===== config.mk =====
export PLATFORM = sky130hd
export DESIGN_NAME = instruction_fetch_controller
export DESIGN_NICKNAME = d
export VERILOG_FILES = /design/src/rtl/instruction_fetch_controller_pkg.sv /design/src/rtl/instruction_fetch_controller_buffer.sv /design/src/rtl/instruction_fetch_controller.sv
export SDC_FILE = /design/constraint.sdc
export NUM_CORES = 1
export LEC_CHECK = 0
export BUFFER_PORTS_ARGS = -buffer_cell sky130_fd_sc_hd__buf_2
export CAP_MARGIN = 20
export CORE_UTILIZATION = 40
export CTS_CLUSTER_DIAMETER = 60
export CTS_CLUSTER_SIZE = 25
export DETAILED_ROUTE_END_ITERATION = 12
export SYNTH_ARGS = -nofsm -noshare
export SYNTH_HDL_FRONTEND = slang
export SYNTH_SLANG_ARGS = --single-unit

===== constraint.sdc =====
create_clock -name CLK -period 8.59 [get_ports CLK]
set_input_delay 0.859 -clock CLK [delete_from_list [all_inputs] [get_ports CLK]]
set_output_delay 0.859 -clock CLK [all_outputs]
set_load 0.005 [all_outputs]

===== src/rtl/instruction_fetch_controller_pkg.sv =====
// Shared definitions for the instruction fetch controller: widths, FSM
// state encoding, buffer entry layout and PC alignment helper.
package instruction_fetch_controller_pkg;

  localparam int unsigned XLEN            = 64;
  localparam int unsigned ILEN            = 32;
  localparam int unsigned PC_STEP         = 4;
  localparam int unsigned FETCH_BUF_DEPTH = 2;

  typedef enum logic [1:0] {
    BOOT   = 2'd0,
    RUN    = 2'd1,
    HALTED = 2'd2
  } fetch_state_t;

  typedef struct packed {
    logic [XLEN-1:0] pc;
    logic [ILEN-1:0] instr;
  } fetch_entry_t;

  // Instructions are word aligned; the two low address bits are always zero.
  function automatic logic [XLEN-1:0] align_pc(input logic [XLEN-1:0] addr);
    return addr & ~XLEN'(3);
  endfunction

endpackage


===== src/rtl/instruction_fetch_controller_buffer.sv =====
// Two-entry shift FIFO of {PC, instruction}. Entry 0 is always the head.
// Flush wins over push; a pop in a flushed cycle is still a delivery.
module fetch_buffer
  import instruction_fetch_controller_pkg::*;
(
  input  logic         clk,
  input  logic         rst_n,
  input  logic         push,
  input  logic         pop,
  input  logic         flush,
  input  fetch_entry_t push_entry,
  output logic [1:0]   count,
  output logic         head_valid,
  output fetch_entry_t head_entry
);

  fetch_entry_t entry0;
  fetch_entry_t entry1;

  // Storage and occupancy update; pop only happens when non-empty.
  always_ff @(posedge clk) begin
    if (!rst_n) begin
      count  <= '0;
      entry0 <= '0;
      entry1 <= '0;
    end else if (flush) begin
      count <= '0;
    end else begin
      unique case ({push, pop})
        2'b10: begin
          if (count == 2'd0) begin
            entry0 <= push_entry;
            count  <= count + 2'd1;
          end else if (count < 2'(FETCH_BUF_DEPTH)) begin
            entry1 <= push_entry;
            count  <= count + 2'd1;
          end
        end
        2'b01: begin
          entry0 <= entry1;
          count  <= count - 2'd1;
        end
        2'b11: begin
          // Simultaneous push/pop keeps occupancy; new word lands behind the survivor.
          if (count == 2'd1) begin
            entry0 <= push_entry;
          end else begin
            entry0 <= entry1;
            entry1 <= push_entry;
          end
        end
        default: ;
      endcase
    end
  end

  // Head presentation; zeros when empty.
  always_comb begin
    head_valid = (count != 2'd0);
    head_entry = head_valid ? entry0 : '0;
  end

endmodule


===== src/rtl/instruction_fetch_controller.sv =====
// Instruction fetch controller: owns the PC, drives the combinational
// instruction memory and feeds decode from a 2-entry fetch buffer.
module instruction_fetch_controller
  import instruction_fetch_controller_pkg::*;
#(
  parameter logic [63:0] RESET_PC = 64'h0
) (
  input  logic        CLK,
  input  logic        RST_N,
  output logic [63:0] IMEM_ADDR,
  input  logic [31:0] IMEM_DATA,
  input  logic        HALT,
  input  logic        REDIRECT,
  input  logic [63:0] REDIRECT_PC,
  output logic        INSTR_VALID,
  output logic [31:0] INSTR,
  output logic [63:0] INSTR_PC,
  input  logic        INSTR_READY
);

  fetch_state_t    state;
  fetch_state_t    next_state;
  logic [XLEN-1:0] pc;
  logic            fetch_en;
  logic            redirect_en;
  logic            push;
  logic            pop;
  logic [1:0]      count;
  fetch_entry_t    head_entry;
  fetch_entry_t    push_entry;

  // FSM state register.
  always_ff @(posedge CLK) begin
    if (!RST_N) state <= BOOT;
    else        state <= next_state;
  end

  // Next-state: BOOT always leaves on the first edge; RUN/HALTED follow HALT.
  always_comb begin
    next_state = state;
    unique case (state)
      BOOT:    next_state = RUN;
      RUN:     if (HALT)  next_state = HALTED;
      HALTED:  if (!HALT) next_state = RUN;
      default: next_state = BOOT;
    endcase
  end

  // FSM outputs: fetch permission and redirect acceptance.
  always_comb begin
    fetch_en    = (state == RUN) && !HALT;
    redirect_en = (state != BOOT) && REDIRECT;
  end

  // Handshake and push decision; redirect suppresses the push.
  always_comb begin
    pop        = INSTR_VALID && INSTR_READY;
    push       = fetch_en && !redirect_en && ((count < 2'(FETCH_BUF_DEPTH)) || pop);
    push_entry = '{pc: pc, instr: IMEM_DATA};
  end

  // Program counter: reset, redirect target, or sequential advance on push.
  always_ff @(posedge CLK) begin
    if (!RST_N)           pc <= align_pc(RESET_PC);
    else if (redirect_en) pc <= align_pc(REDIRECT_PC);
    else if (push)        pc <= pc + XLEN'(PC_STEP);
  end

  fetch_buffer u_fetch_buffer (
    .clk        (CLK),
    .rst_n      (RST_N),
    .push       (push),
    .pop        (pop),
    .flush      (redirect_en),
    .push_entry (push_entry),
    .count      (count),
    .head_valid (INSTR_VALID),
    .head_entry (head_entry)
  );

  // Output mapping.
  always_comb begin
    IMEM_ADDR = pc;
    INSTR     = head_entry.instr;
    INSTR_PC  = head_entry.pc;
  end

endmodule

==> impl_metrics.yaml <==
run_status:
  outcome: "completed"
place:
  dp_cells: 1957
  portBuffers: 255
  gp_congestion: 0.810
  place_area_sq_um: 12900
  dp_hpwl_microns: 22400
  place_ws_ns: 3.95
power_and_ir_drop:
  p_int_w: 0.00197
  power_w: 0.00278
  p_switching_w: 0.000818
  p_sw_share_pct: 29.4
  p_leak_nw: 5.01
  p_per_area_nw_per_um2: 203
  vdd_drop_max_uv: 125
  p_comb_share_pct: 12.1
  power_frac_seq_pct: 47.9
  clkPwrFrac_pct: 40.0
yosys:
  async_flop_share_pct: 0
  synth_top_family_by_area: "simple AND/OR/NAND/NOR gates"
  ys.warnings.count: 0
  syn_inst: 1447
  synth_mux_area_share_pct: 0
  yosysTopAreaCell: "dfxtp_1"
  ys_ff_latch: 254
  yosys.area_share.adder_pct: 0.634
  yosys.area_share.simple_pct: 27.9
  yosys.cell_types.count: 55
  ys_seq_area_share_pct: 44.4
  avgSynthCellArea_sq_um: 7.92
  synth_edf_count: 0
  synthXorXnorAreaFrac_pct: 4.13
  synth_area_leaders: "dfxtp_1 (44%), a221oi_1 (7.2%), nand2_1 (7.1%)"
  synthFlopType: "dfxtp_1"
  synth_compound_area_share_pct: 17.9
  synthesis.area_sq_um: 11500
  yosys.area.top_type_share_pct: 44.4
die:
  pin_count: 262
  start_util_pct: 40.9
  floorplan.die.height_microns: 171
  fp.dieW_microns: 171
  rows: 61
  dieArea_sq_um: 29300
  core_sq_um: 28000
setup_path:
  reg2regPathDepth: 11
  worstPathArrival_ns: 4.48
  cp_slowest_cell: "a21oi_2"
  criticalPathCategory: "register to register"
  required_ns: 8.98
  critPathMaxFanout: 64
  slowest_delay_ns: 0.67
  r2r_slack_ns: 4.50
  cp-end-kind: "register"
  critical_path.cell_chain: "inv_1, ha_4, nand2b_1, a21oi_2, clkinv_1, ha_1, nor2_1, nor2_4, buf_4, a221oi_1, nor3_1"
  startpoint_type: "register"
timing:
  setup_violations: 0
  postLayoutSetupSlackWorst_ns: 4.50
  maxSlewHeadroom_pct: 26.4
  min_period_ns: 4.09
  max_freq_mhz: 245
  fin_tns_setup_ns: 0
  final_max_slew_viol_count: 0
  finalHoldViolCount: 0
  rsz0062_at_grt: "no"
  tightest_slew_ns: 1.10
  skew_ns: 0.0339
  post-route-period-util_pct: 47.6
clocking:
  root_buffer: "clkbuf_16"
  hold_buffers: 0
  clk_latency_ns: 0.54
  cts_resized: 0
  cts_tree: "yes"
  clk_pin_slew_ns: 0.09
  post_cts_buffers: 0
  cts_max_path_buffers: 3
  cts_max_level: 1
  cts_inserted_buffers: 22
  cts_sinks: 254
min_path:
  holdPathStages: 2
  hold_class: "register to register"
cells_and_area:
  multi_input_area_sq_um: 5880
  fin_area_sq_um: 13700
  num_antenna_cells: 0
  area_delta_synth_final_pct: 20.0
  fin_cells: 1999
  fill_cells: 2789
  drive_above_1_share_pct: 20.2
  layout_common_cells: "buf_2 (255), dfxtp_1 (254), nand2_1 (216)"
  regArea_sq_um: 5080
  nets: 1711
  final_common_cell: "buf_2"
run:
  cap_violations: 0
global_route:
  grt_overflow: 0
  grtUsageTotal_pct: 23.7
  grt_max_degree: 109
  grt_pass1_vias: 10000
  grt_first_pass_wirelength_microns: 55200
  antenna_found_initial: 2
routing:
  vias: 11000
  ant_nets: 0
  top_layer: "met5"
  drt_iter0_markers: 857
  wl_met3_microns: 2250
  dr_wl_met2_microns: 16400
  drt_wl_total_microns: 35800
  viasPerCell: 5.51
  dr.pass1.iters: 5
  drt-met1-wl_microns: 16300
  detail_route.wl_per_cell_microns: 17.9
  drc: 0
==> worst paths after layout <==
| path | startpoint | end |
|---|---|---|
| setup / recovery | u_fetch_buffer.count[1] | u_fetch_buffer.entry0[70] |
| hold reg to reg | u_fetch_buffer.entry1[20] | u_fetch_buffer.entry1[20] |
| hold / removal | u_fetch_buffer.entry1[20] | u_fetch_buffer.entry1[20] |
| setup reg to reg | u_fetch_buffer.count[1] | u_fetch_buffer.entry0[70] |
==> per-layer routing <==
metal  up-vias  track usage, %
met2       388            38.5
met1      5179            32.5
met3        45            3.38
li1       5400               -
met5         -               0
met4         4            6.52
==> synthesized netlist by cell type (2+ instances only) <==
cell	number
ha_1	5
nor2_1	132
buf_1	8
o21ai_0	43
nand3_1	31
a211oi_1	16
xor2_1	17
clkbuf_1	122
dfxtp_1	254
or4_1	4
a21oi_1	139
inv_1	9
nand2_1	217
nor4_1	16
o211ai_1	2
and3_1	9
buf_2	4
xnor2_1	37
a31oi_1	4
nor3_1	110
a311oi_1	2
a221oi_1	94
or3_1	5
buf_4	4
o41ai_1	3
a21oi_2	2
nand4_1	20
nor2b_1	95
and4_1	10
or4_4	3
nand2b_1	6
==> state kept, by name, indices dropped and copies added (netlist names) <==
signal                 count
IMEM_ADDR                 62
u_fetch_buffer.count       2
u_fetch_buffer.entry1     94
state                      2
u_fetch_buffer.entry0     94
==> through the flow <==
step	hold slack (ns)	utilization (%)
after detailed placement	0.446	45.9
after global placement	0.441	45.9
after floorplan	0.436	-
after CTS	0.456	48.9
final	0.456	49.1
after global routing	0.471	49.1
==> power by group through the flow <==
stage	sequential (W)	combinational, W	clock (W)
after floorplan	0.00133	0.000231	0
after global placement	0.00136	0.000330	0
after detailed placement	0.00136	0.000334	0
after CTS	0.00133	0.000336	0.00114
after global routing	0.00134	0.000375	0.00118
final	0.00133	0.000336	0.00111
==> critical path, delay by kind of cell, from the launching register on <==
family / cells / cell delay [ns]
adders and majority gates: 2 / 0.55
DFF: 1 / 0.47
buffers and inverters: 3 / 1.10
and+or+nand+nor: 4 / 0.71
AOI/OAI and AO/OA: 2 / 1.06
==> cells by family after synthesis <==
| group | Yosys count |
|---|---|
| other | 1 |
| AND/OR/NAND/NOR | 667 |
| flip-flops | 254 |
| XOR/XNOR | 54 |
| buffers and inverters | 149 |
| AO/OA/AOI/OAI | 316 |
| adder cells (fa/ha/maj) | 6 |
==> area by class of cell <==
class	instances	share of cell area, %
Tap cell	378	3.44
Clock buffer	25	4.39
Clock inverter	15	1.67
Timing Repair Buffer	269	10.3
Sequential cell	254	37.0
Multi-Input combinational cell	1047	42.8
Inverter	11	0.337
(Power assumes the default switching activity.)
